<file path="src/rtl/adder_arbiter_pkg.sv">
// Shared defaults and state encoding for the round-robin adder arbiter.
package adder_arbiter_pkg;

   localparam int unsigned NREQ_DEF  = 4;
   localparam int unsigned WIDTH_DEF = 8;
   localparam int unsigned ID_W_DEF  = $clog2(NREQ_DEF);

   typedef enum logic {
      EMPTY = 1'b0,
      FULL  = 1'b1
   } state_e;

endpackage

</file>
<file path="src/rtl/adder_arbiter_rr_pick.sv">
// Combinational round-robin picker: first set request above last_grant, with wrap.
module rr_pick
   import adder_arbiter_pkg::*;
#(
   parameter int unsigned NREQ = NREQ_DEF,
   parameter int unsigned ID_W = ID_W_DEF
) (
   input  logic [NREQ-1:0] req,
   input  logic [ID_W-1:0] last_grant,
   output logic [NREQ-1:0] grant_oh,
   output logic [ID_W-1:0] grant_idx
);

   int unsigned idx;
   logic        found;

   always_comb begin
      grant_oh  = '0;
      grant_idx = '0;
      found     = 1'b0;
      idx       = 0;
      for (int unsigned i = 1; i <= NREQ; i++) begin
         idx = (32'(last_grant) + i) % NREQ;
         if (!found && req[ID_W'(idx)]) begin
            found                  = 1'b1;
            grant_oh[ID_W'(idx)]   = 1'b1;
            grant_idx              = ID_W'(idx);
         end
      end
   end

endmodule

</file>
<file path="src/rtl/adder_arbiter.sv">
// Shares one registered adder among NREQ requesters with round-robin arbitration.
module adder_arbiter
   import adder_arbiter_pkg::*;
#(
   parameter int unsigned NREQ  = NREQ_DEF,
   parameter int unsigned WIDTH = WIDTH_DEF,
   parameter int unsigned ID_W  = $clog2(NREQ)
) (
   input  logic                  clk,
   input  logic                  rst_n,
   input  logic [NREQ-1:0]       req_valid,
   output logic [NREQ-1:0]       req_ready,
   input  logic [NREQ*WIDTH-1:0] req_a,
   input  logic [NREQ*WIDTH-1:0] req_b,
   output logic                  res_valid,
   input  logic                  res_ready,
   output logic [WIDTH:0]        res_sum,
   output logic [ID_W-1:0]       res_id
);

   localparam int unsigned SUM_W = WIDTH + 1;

   state_e            state_q, state_d;
   logic [SUM_W-1:0]  sum_q, sum_d;
   logic [ID_W-1:0]   id_q, id_d;
   logic [ID_W-1:0]   last_grant_q, last_grant_d;
   logic [NREQ-1:0]   grant_oh;
   logic [ID_W-1:0]   grant_idx;
   logic [WIDTH-1:0]  a_sel, b_sel;
   logic              can_accept, req_xfer, res_xfer;

   rr_pick #(
      .NREQ (NREQ),
      .ID_W (ID_W)
   ) u_rr_pick (
      .req        (req_valid),
      .last_grant (last_grant_q),
      .grant_oh   (grant_oh),
      .grant_idx  (grant_idx)
   );

   // One-hot operand mux driven by the picker grant
   always_comb begin
      a_sel = '0;
      b_sel = '0;
      for (int unsigned i = 0; i < NREQ; i++) begin
         if (grant_oh[i]) begin
            a_sel = req_a[i*WIDTH +: WIDTH];
            b_sel = req_b[i*WIDTH +: WIDTH];
         end
      end
   end

   // Accept when empty or when the held result drains this cycle
   always_comb begin
      state_d      = state_q;
      sum_d        = sum_q;
      id_d         = id_q;
      last_grant_d = last_grant_q;
      can_accept   = rst_n && ((state_q == EMPTY) || res_ready);
      req_ready    = can_accept ? grant_oh : '0;
      req_xfer     = |req_ready;
      res_xfer     = (state_q == FULL) && res_ready;
      if (req_xfer) begin
         state_d      = FULL;
         sum_d        = SUM_W'(a_sel) + SUM_W'(b_sel);
         id_d         = grant_idx;
         last_grant_d = grant_idx;
      end else if (res_xfer) begin
         state_d = EMPTY;
      end
   end

   always_ff @(posedge clk or negedge rst_n) begin
      if (!rst_n) begin
         state_q      <= EMPTY;
         sum_q        <= '0;
         id_q         <= '0;
         last_grant_q <= ID_W'(NREQ - 1);
      end else begin
         state_q      <= state_d;
         sum_q        <= sum_d;
         id_q         <= id_d;
         last_grant_q <= last_grant_d;
      end
   end

   assign res_valid = (state_q == FULL);
   assign res_sum   = sum_q;
   assign res_id    = id_q;

endmodule

</file>
<file path="config.mk">
export PLATFORM = sky130hd
export DESIGN_NAME = adder_arbiter
export DESIGN_NICKNAME = d
export VERILOG_FILES = /design/src/rtl/adder_arbiter_pkg.sv /design/src/rtl/adder_arbiter_rr_pick.sv /design/src/rtl/adder_arbiter.sv
export SDC_FILE = /design/constraint.sdc
export NUM_CORES = 1
export LEC_CHECK = 0
export BUFFER_PORTS_ARGS = -buffer_cell sky130_fd_sc_hd__buf_4
export CORE_ASPECT_RATIO = 0.9
export CORE_MARGIN = 1
export CORE_UTILIZATION = 47
export DETAILED_ROUTE_END_ITERATION = 12
export PLACE_DENSITY = 0.88
export SYNTH_ARGS = -nofsm -noshare
export SYNTH_HDL_FRONTEND = slang
export SYNTH_SLANG_ARGS = --single-unit
</file>
<file path="constraint.sdc">
create_clock -name clk -period 6.14 [get_ports clk]
set_clock_uncertainty 0.15 [all_clocks]
set_input_delay 0.307 -clock clk [delete_from_list [all_inputs] [get_ports clk]]
set_output_delay 0.307 -clock clk [all_outputs]
set_load 0.02 [all_outputs]
</file>
# [After elaboration in Yosys (flattened, before gate mapping)]
# Index checks and enable logic that the tools add are counted.
[word_totals] regBits=14 output_inout_bits=16
[op_classes] n_addsub=5 n_lt_le_gt_ge=8 muxes=38 bitwise_logic=4 reduce_logical=15
[op_table] operator="two-way mux 8 bit" n=8
[op_table] operator="two-way mux 4 bit" n=5
[op_table] operator="two-way mux 1 bit" n=13
[op_table] operator="less-than comparator 2 x 3 -> 1 bit, second input constant" n=4
[op_table] operator="bitwise OR 4 bit" n=3
[op_table] operator="adder 8 x 8 -> 9 bit" n=1
[op_table] operator="logical AND 1 bit" n=9
[op_table] operator="binary-select mux 1 bit (select 2 bit)" n=4
[op_table] operator="demux 1 bit (select 2 bit)" n=4
[op_table] operator=">= comparator 2 x 1 -> 1 bit, second input constant" n=4
[op_table] operator="two-way mux 2 bit" n=4
[op_table] operator="adder 2 x 1 -> 2 bit, second input constant" n=2
[op_table] operator="adder 2 bit, second input constant" n=2
[op_table] operator="OR reduction 4 bit" n=1
[op_table] operator="zero test 1 bit" n=3
[op_table] operator="nonzero test 2 bit" n=1
[op_table] operator="logical OR 1 bit" n=1
[op_table] operator="inverter 1 bit" n=1

# [Depth between registers and ports, before layout]
# Gate-level depths: netlist (run 1).
[depth] ltp_word=18 ltp_mapped=21 ltp_nobuf=16

# [By module]
# From an unflattened synthesis (run 1), not the netlist that was laid out.
[unflattened] hier_cells=243 area_unflattened_um2=1888.1
[modules_own_cells] mod="adder_arbiter" instances=1 cells_each=184 area_each_um2=1397.6 seq_area_each_um2=352.8
[modules_own_cells] mod="rr_pick" instances=1 cells_each=59 area_each_um2=490.5 seq_area_each_um2=0.0

# [Worst setup path before layout (run 1)]
# OpenSTA, ideal clock, no wires.
[synth_timing] path_kind="reg-to-reg" startpoint="reg last_grant_q[0]" endpoint="reg sum_q[7], in the netlist res_sum[7]" setup_ns=0.125 t_arrival_ns=4.449 required_ns=5.865 slack_ns=1.416 stages_incl_launch_ff=19 path_buffers=4 period_less_slack_ns=4.724 path_cell_list="dfstp_2 -> buf_4 -> inv_1 -> ha_1 -> mux4_2 -> nor3b_2 -> a221o_1 -> buf_6 -> and2_1 -> buf_6 -> buf_12 -> a221oi_2 -> ha_1 -> a21o_1 -> a21oi_1 -> o21ai_0 -> o41ai_1 -> xnor2_1 -> mux2_2"
[synth_via] elab_chain_cells=18
[synth_lines] item="start, declared" line="adder_arbiter.sv:26" text="logic [ID_W-1:0] last_grant_q, last_grant_d;"
[synth_lines] item="start signal, assigned" line="adder_arbiter.sv:79" text="last_grant_q <= ID_W'(NREQ - 1);"
[synth_lines] item="start signal, assigned" line="adder_arbiter.sv:84" text="last_grant_q <= last_grant_d;"
[synth_lines] item="branches (longest 12 deep; another with less-than comparator 2 x 3 -> 1 bit)"
[synth_lines] item="two-way mux 4 bit *" line="adder_arbiter_rr_pick.sv:24" text="if (!found && req[ID_W'(idx)]) begin"
[synth_lines] item="two-way mux 8 bit (4 in series)" line="adder_arbiter.sv:47" text="if (grant_oh[i]) begin"
[synth_lines] item="adder 8 x 8 -> 9 bit" line="adder_arbiter.sv:66" text="sum_d = SUM_W'(a_sel) + SUM_W'(b_sel);"
[synth_lines] item="end signal, assigned" line="adder_arbiter.sv:82" text="sum_q <= sum_d;"
[synth_lines] item="end, declared" line="adder_arbiter.sv:24" text="logic [SUM_W-1:0] sum_q, sum_d;"
# Mark *: on every way between the ends. The select of a mux whose other input is x is not followed.
# A chain may end at the register's enable or synchronous reset.

# [Final worst setup path (run 1)]
[layout_timing] startpoint="reg last_grant_q[0]" endpoint="reg sum_q[6], in the netlist res_sum[6]"
# Same word-level chain as after synthesis.

==> impl_metrics.tcl, run 1 <==
set metrics [dict create \
    finalNetCount 401 \
    outcome "completed" \
    synth_top_family_by_area "compound AO/OA/AOI/OAI gates" \
    drtAntennaViolNets 0 \
    layout-drive-gt1-share_pct 38.8 \
    clk_latency_ns 0.23 \
    timing.final.crit_share_pct 87.2 \
    synth_xor_area_share_pct 2.65 \
    synth_nets 321 \
    synthCells 233 \
    cp_num_buf_inv 2 \
    worstMarginPinSlew_ns 0.701 \
    drt-vias-per-instance 5.86 \
    synthSimpleGateAreaFrac_pct 17.8 \
    holdCritPathClass "primary input to flop" \
    fmax_ghz 0.187 \
    ys_types 45 \
    slowest_stage "dfstp_2" \
    overflow 0 \
    path_clk_slew_ns 0.06 \
    drtIter0Drc 196 \
    grt_pass1_wl_um 9040 \
    fillers 321 \
    diodes 0 \
    vias 2110 \
    crit_required_ns 6.12 \
    io_pins 87 \
    antenna_found_initial 0 \
    cp-end-kind "flop" \
    cts_tree "done" \
    mostFrequentLayoutCells "88 x buf_4, 25 x nor2_1, 25 x inv_1, 19 x a211oi_1, 17 x nand3_1" \
    yosysWarningCount 0 \
    setup_violations 0 \
    slew_violations 0 \
    synth_area_mm2 0.00198 \
    cts_root_buf "clkbuf_8" \
    initial_core_util_pct 49.0 \
    cts_sinks 14 \
    final_common_cell "buf_4" \
    drtPass1Iterations 5 \
    path_max_fanout 18 \
    h-tree-depth 1 \
    gp_congestion 0.948 \
    setup_tns_ns 0 \
    cpLargestDelayFamily "compound AO/OA/AOI/OAI gates" \
    core_area_mm2 0.00405 \
    die_h_um 63.6 \
    ys_ff_latch 14 \
    dp_hpwl_um 4390 \
    dieArea_mm2 0.00448 \
    grt_use_total_pct 24.5 \
    slew_headroom_pct 53.3 \
    crit_chain "inv_1, ha_1, mux4_2, nor3b_2, a221o_1, and2_1, buf_4, a221oi_1, ha_1, fa_1, a21o_1, a21o_1, a21oi_1, o21bai_1, xor2_1, mux2_2" \
    drcViolationCount 0 \
    hold_viol 0 \
    synth-seq-area-share_pct 17.8 \
    rsz0062_at_grt "no" \
    fin_ws_ns 0.783 \
    worstSetupPathType "flop to flop" \
    fp.dieW_um 70.5 \
    avgSynthCellArea_um2 8.51 \
    synth-compound-area-share_pct 29.5 \
    min_period_ns 5.36 \
    wl_per_cell_um 15.2 \
    hold_slack_ns 0.208 \
    place_ws_ns 0.819 \
    max_cap_violations 0 \
    worst_setup_path_start_kind "flop" \
    ff2ff_setup_slack_ns 0.78 \
    synth.area.mux_share_pct 11.0 \
    first_global_vias 1948 \
    grt_max_degree 19 \
    worstPathArrival_ns 5.34 \
    slowest_delay_ns 0.72 \
    synth_fa_ha_area_share_pct 11.1 \
    clockBufferDepth 2 \
    rows 22 \
    area_delta_synth_final_pct 33.8 \
    port_buffers 86 \
    cts_buffers 3 \
    wirelength_um 5480 \
]
[sequential cells by signal, indices dropped and copies added (netlist names)]
| signal | count |
|---|---|
| res_valid | 1 |
| res_sum | 9 |
| res_id | 2 |
| last_grant_q | 2 |
[worst register-to-register path: stages, from the launching register on]
cell and delay (ns):
dfstp_2 0.72, inv_1 0.17, ha_1 0.38, mux4_2 0.45, nor3b_2 0.42, a221o_1 0.61, and2_1 0.28, buf_4 0.26
a221oi_1 0.13, ha_1 0.25, fa_1 0.40, a21o_1 0.17, a21o_1 0.19, a21oi_1 0.19, o21bai_1 0.10, xor2_1 0.14
mux2_2 0.26
[per-stage QoR]
step                util, %  area, um2  instances
finish                 65.5       2650        360
global route           65.5       2650        360
CTS                    65.5       2650        360
detailed placement     64.2       2600        355
global placement       64.2       2600        355
floorplan                 -       1980        233
[Yosys cell counts, drive strengths merged]
cell type | n | share of area (%)
nor2 | 25 | 4.7
a21o | 3 | 1.1
mux2i | 6 | 3.0
o21ai | 8 | 2.0
and2 | 2 | 0.63
nor3 | 1 | 0.25
o21a | 2 | 0.76
nor3b | 3 | 1.4
nor2b | 4 | 1.3
dfrtp | 12 | 15
o31ai | 1 | 0.38
o21bai | 1 | 0.38
fa | 1 | 1.0
buf | 12 | 5.0
inv | 25 | 4.7
mux2 | 8 | 4.5
o41ai | 1 | 0.44
and3 | 1 | 0.32
clkbuf | 2 | 0.38
a41o | 1 | 0.51
o2111ai | 2 | 1.2
and3b | 1 | 0.44
dfstp | 2 | 2.7
a221o | 3 | 1.5
xnor2 | 3 | 1.3
nand3 | 17 | 4.3
a21bo | 1 | 0.51
nand2 | 18 | 3.7
nand2b | 1 | 0.32
a221oi | 18 | 11
a21oi | 5 | 1.3
xor2 | 3 | 1.3
nor4bb | 1 | 0.51
mux4 | 3 | 3.4
ha | 16 | 10
a32oi | 1 | 0.82
a211oi | 19 | 7.2
[final timing paths]
path / cells after the start / end / startpoint
max: 16 / res_sum[6] / last_grant_q[0]
min: 3 / res_valid / res_ready
max reg2reg: 16 / res_sum[6] / last_grant_q[0]
min reg2reg: 1 / res_sum[0] / res_sum[0]
max in group asynchronous: 2 / last_grant_q[1] / rst_n
min in group asynchronous: 2 / res_sum[8] / rst_n
[routing by layer]
| metal | track usage, % | vias to the layer above | wire, um |
|---|---|---|---|
| li1 | - | 1017 | - |
| met4 | 3.50 | 0 | 7 |
| met1 | 35.7 | 988 | 2460 |
| met5 | 0 | - | 0 |
| met2 | 39.0 | 103 | 2570 |
| met3 | 3.52 | 2 | 442 |
[repair_timing]
| item | in CTS | in global routing |
|---|---|---|
| setup buffers | 0 | 0 |
| gates resized for setup | 0 | 0 |
| endpoints found under the hold margin | 14 | 0 |
| hold buffers | 1 | 0 |
[layout make-up]
| type | instances | area, um2 | share of cell area [%] |
|---|---|---|---|
| Clock buffer | 4 | 45.0 | 1.70 |
| Inverter | 25 | 93.8 | 3.54 |
| Multi-Input combinational cell | 180 | 1430 | 53.9 |
| Sequential cell | 14 | 353 | 13.3 |
| Tap cell | 48 | 60.1 | 2.27 |
| Timing Repair Buffer | 89 | 671 | 25.3 |
[cell families (layout without fill, tap and decap cells)]
| kind of cell | after synthesis | count (layout) |
|---|---|---|
| AO/OA/AOI/OAI | 66 | 66 |
| AND/OR/NAND/NOR | 74 | 74 |
| flip-flops | 14 | 14 |
| XOR/XNOR | 6 | 6 |
| adder cells (fa/ha/maj) | 17 | 17 |
| multiplexers | 17 | 17 |
| buffers and inverters | 39 | 118 |
Power of run 1 is left out: the tool's default activity adds up to more than one toggle a clock period on the data nets, which glitch-free logic cannot reach.
==> inputs of run 2 (changes only) <==
--- a/config.mk
+++ b/config.mk
@@ -5,12 +5,12 @@
 export SDC_FILE = /design/constraint.sdc
 export NUM_CORES = 1
 export LEC_CHECK = 0
-export BUFFER_PORTS_ARGS = -buffer_cell sky130_fd_sc_hd__buf_4
-export CORE_ASPECT_RATIO = 0.9
+export CORE_ASPECT_RATIO = 0.7
 export CORE_MARGIN = 1
 export CORE_UTILIZATION = 47
 export DETAILED_ROUTE_END_ITERATION = 12
-export PLACE_DENSITY = 0.88
+export DONT_BUFFER_PORTS = 1
+export PLACE_DENSITY = 0.71
 export SYNTH_ARGS = -nofsm -noshare
 export SYNTH_HDL_FRONTEND = slang
 export SYNTH_SLANG_ARGS = --single-unit
==> run 2 against run 1 <==
Critical path depth unchanged; die area is essentially flat; setup slack got worse by 0.18 ns; sequential share of layout area is 4.2 points higher; global-route usage is 2.8 points lower; wire length shrank 10%; first-iteration DRC count fell by 6.6%; critical endpoint unchanged.
==> impl_metrics.tcl, run 2 (synthesis results as in run 1) <==
set metrics [dict create \
    setup_tns_ns 0 \
    first_global_vias 1508 \
    area_delta_synth_final_pct 1.96 \
    slowest_stage "dfstp_2" \
    timing.final.crit_share_pct 90.1 \
    cts_buffers 3 \
    port_buffers 0 \
    crit_chain "inv_1, ha_1, mux4_2, nor3b_2, a221o_1, buf_4, and2_1, a221oi_1, ha_1, fa_1, a21o_1, a21o_1, a21oi_1, o21bai_1, xor2_1, mux2_2" \
    io_pins 87 \
    fp.dieW_um 79.6 \
    setup_violations 0 \
    overflow 0 \
    holdCritPathClass "primary input to flop" \
    drt-vias-per-instance 6.29 \
    hold_viol 0 \
    cts_resized 0 \
    slowest_delay_ns 0.72 \
    final_cells 278 \
    wl_per_cell_um 17.7 \
    worstPathArrival_ns 5.51 \
    clockBufferDepth 2 \
    h-tree-depth 1 \
    drtPass1Iterations 4 \
    diodes 0 \
    grt_use_total_pct 21.7 \
    slew_violations 0 \
    cts_sinks 14 \
    fmax_ghz 0.181 \
    max_cap_violations 0 \
    outcome "completed" \
    clk_latency_ns 0.24 \
    rsz0062_at_grt "no" \
    die_h_um 56.3 \
    cp-end-kind "flop" \
    grt_max_degree 19 \
    antenna_found_initial 0 \
    initial_core_util_pct 49.9 \
    cts_root_buf "clkbuf_8" \
    worstMarginPinSlew_ns 0.782 \
    min_period_ns 5.54 \
    rows 19 \
    worstSetupPathType "flop to flop" \
    gp_congestion 0.926 \
    layout-drive-gt1-share_pct 15.9 \
    slew_headroom_pct 47.9 \
    wirelength_um 4920 \
    worst_setup_path_start_kind "flop" \
    core_area_mm2 0.00397 \
    path_clk_slew_ns 0.06 \
    drcViolationCount 0 \
    dp_hpwl_um 3900 \
    mostFrequentLayoutCells "25 x nor2_1, 25 x inv_1, 19 x a211oi_1, 17 x nand3_1" \
    path_max_fanout 18 \
    vias 1748 \
    drtIter0Drc 183 \
    finalNetCount 315 \
    cts_tree "done" \
    dp.cells 273 \
    dieArea_mm2 0.00448 \
    grt_pass1_wl_um 7580 \
    crit_required_ns 6.12 \
    largest_reg_flops 9 \
    drtAntennaViolNets 0 \
]
==> run 2: changes by cell type in the layout (fill, tap and decap cells not counted), sizes merged <==
cell / previous run / this run
buf: 88 / 2
==> run 2: worst paths after layout <==
| kind | slack (ns) | cells after the start | startpoint | to |
|---|---|---|---|---|
| setup / recovery | 0.60 | 16 | last_grant_q[0] | res_sum[6] |
| hold / removal | 0.15 | 2 | res_ready | res_valid |
| setup reg to reg | 0.60 | 16 | last_grant_q[0] | res_sum[6] |
| hold reg to reg | 0.50 | 2 | res_id[1] | res_id[1] |
| max in group asynchronous | 5.07 | 1 | rst_n | res_sum[7] |
| min in group asynchronous | 0.37 | 1 | rst_n | res_sum[6] |
==> run 2: final cells by class <==
cell class,instances,area [um2]
repair buffers,3,25.0
fillers,368,1950
inverters,25,93.8
multi-input cells,180,1430
flip-flops and latches,14,353
clock buffers,4,55.1
well taps,52,65.1
==> run 2: routing by layer <==
layer | GRT usage [%] | vias up | share of wire, %
met5 | 0 | - | 0
met4 | 2.86 | 0 | 0.69
met3 | 5.85 | 4 | 8.9
met2 | 30.8 | 68 | 43
met1 | 33.3 | 830 | 48
li1 | - | 846 | -
==> run 2: metrics by stage <==
stage / cell area [um2] / util, % / worst slack, ns / hold WS [ns]
global route: 2020 / 50.9 / 0.246 / 0.155
floorplan: 1980 / - / 1.42 / -0.139
CTS: 2020 / 50.9 / 0.668 / 0.143
finish: 2020 / 50.9 / 0.605 / 0.146
global placement: 1960 / 49.3 / 0.809 / -0.138
detailed placement: 1960 / 49.3 / 0.679 / -0.138
==> run 2: worst max-delay path, delay by kind of cell, from the launching register on <==
kind	cells	cell delay, ns
multiplexers	2	0.71
AND/OR/NAND/NOR	2	1.10
flip-flops	1	0.72
adder cells (fa/ha/maj)	3	1.09
AO/OA/AOI/OAI	6	1.09
buffers and inverters	2	0.39
XOR/XNOR	1	0.14
==> run 2: what timing repair did <==
| item | CTS | global route |
|---|---|---|
| hold buffers | 1 | 0 |
| endpoints found under the setup margin | 0 | 0 |
| endpoints found under the hold margin | 14 | 0 |
| buffers inserted | 0 | 0 |
Power of run 2 is left out for the same reason.
==> inputs of run 3 (changes only) <==
--- a/config.mk
+++ b/config.mk
@@ -7,10 +7,10 @@
 export LEC_CHECK = 0
 export CORE_ASPECT_RATIO = 0.7
 export CORE_MARGIN = 1
-export CORE_UTILIZATION = 47
+export CORE_UTILIZATION = 62
 export DETAILED_ROUTE_END_ITERATION = 12
 export DONT_BUFFER_PORTS = 1
-export PLACE_DENSITY = 0.71
+export PLACE_DENSITY = 0.87
 export SYNTH_ARGS = -nofsm -noshare
 export SYNTH_HDL_FRONTEND = slang
 export SYNTH_SLANG_ARGS = --single-unit
==> run 3 against run 2 <==
Largest cell class unchanged; first-iteration DRC count down 14%; die area decreased by 24%; via count rose by 2.4%; sequential cell count unchanged.
==> impl_metrics.tcl, run 3 (synthesis results as in run 1) <==
set metrics [dict create \
    wl_met3_um 452 \
    drcViolationCount 0 \
    fp.dieW_um 69.6 \
    drt-vias-per-instance 6.83 \
    gp_congestion 0.921 \
    clockBufferDepth 2 \
    setup_tns_ns 0 \
    vias 1790 \
    grt_max_degree 19 \
    worstMarginPinSlew_ns 0.658 \
    overflow 0 \
    r2r-start "last_grant_q[0]" \
    min_period_ns 5.51 \
    layout-drive-gt1-share_pct 15.5 \
    fmax_ghz 0.181 \
    slew_violations 0 \
    grt_use_total_pct 29.5 \
    crit_required_ns 6.13 \
    wirelength_um 4980 \
    top_layer "met4" \
    dieArea_mm2 0.00343 \
    largest_reg_flops 9 \
    setup_violations 0 \
    dp_hpwl_um 3990 \
    timing.final.crit_share_pct 89.8 \
    clk_latency_ns 0.24 \
    grt_pass1_wl_um 7990 \
    area_delta_synth_final_pct 0.442 \
    drt-met1-wl_um 2180 \
    wl_per_cell_um 19.0 \
    mostFrequentLayoutCells "25 x nor2_1, 25 x inv_1, 19 x a211oi_1, 17 x nand3_1" \
    fillers 244 \
    cts_resized 0 \
    diodes 0 \
    finalNetCount 315 \
    hold_viol 0 \
    drtPass1Iterations 4 \
    drtAntennaViolNets 0 \
    port_buffers 0 \
    initial_core_util_pct 67.8 \
    cts_root_buf "clkbuf_8" \
    die_h_um 49.3 \
    first_global_vias 1596 \
    slew_headroom_pct 56.1 \
    worst_setup_path_start_kind "flop" \
    cp-startpoint "last_grant_q[0]" \
    post-route-util_pct 68.1 \
    path_max_fanout 18 \
    path_clk_slew_ns 0.06 \
    max_cap_violations 0 \
    drtIter0Drc 158 \
    h-tree-depth 1 \
    min_from "res_ready" \
    outcome "completed" \
    rsz0062_at_grt "no" \
    worstSetupPathType "flop to flop" \
    core_area_mm2 0.00292 \
    route.met2.wl_um 2310 \
    cts_buffers 3 \
    holdCritPathClass "primary input to flop" \
    dp.cells 257 \
    worstPathArrival_ns 5.50 \
    cp-end-kind "flop" \
    cts_tree "done" \
    cts_sinks 14 \
    antenna_found_initial 0 \
    io_pins 87 \
    rows 16 \
    final_cells 262 \
]
-- run 3: through the flow --
step           worst slack [ns]  hold slack, ns  instance area (um2)
5_1_grt                   0.285           0.194                 1990
3_5_place_dp              0.696          -0.138                 1940
2_1_floorplan              1.42          -0.139                 1980
6_report                  0.629           0.176                 1990
4_1_cts                   0.676           0.173                 1990
3_3_place_gp              0.899          -0.138                 1940
-- run 3: repair_timing --
item / 4_1_cts / 5_1_grt
hold buffers: 1 / 0
setup buffers: 0 / 0
endpoints found under the hold margin: 14 / 0
-- run 3: cell type report --
class	instances	area, um2	share of cell area (%)
sequential	14	353	17.7
multi-input combinational	180	1430	71.8
tap	36	45.0	2.26
inverter	25	93.8	4.71
clock buffer	4	45.0	2.26
timing repair buffer	3	25.0	1.26
-- run 3: metal layers --
layer | GRT usage (%) | vias to the layer above
met5 | 0 | -
met4 | 6.80 | 0
met3 | 8.88 | 5
met2 | 45.5 | 82
met1 | 40.6 | 856
li1 | - | 847
-- run 3: path summary, 6_finish.rpt --
kind                                    to  slack (ns)  depth (start not counted)
worst max-delay path            res_sum[6]        0.63                         16
worst min-delay path             res_valid        0.18                          2
worst max register to register  res_sum[6]        0.63                         16
worst min register to register   res_id[0]        0.50                          2
max in group asynchronous       res_sum[4]        5.07                          1
min in group asynchronous       res_sum[3]        0.36                          1
-- run 3: worst max-delay path, stage by stage (launching register included) --
cell,delay (ns)
dfstp_2,0.72
inv_1,0.18
ha_1,0.38
mux4_2,0.45
nor3b_2,0.44
a221o_1,0.60
and2_1,0.43
buf_4,0.27
a221oi_2,0.08
ha_1,0.22
fa_1,0.40
a21o_1,0.17
a21o_1,0.19
a21oi_1,0.20
o21bai_1,0.11
xor2_1,0.15
mux2_2,0.26
Power of run 3 is left out for the same reason.
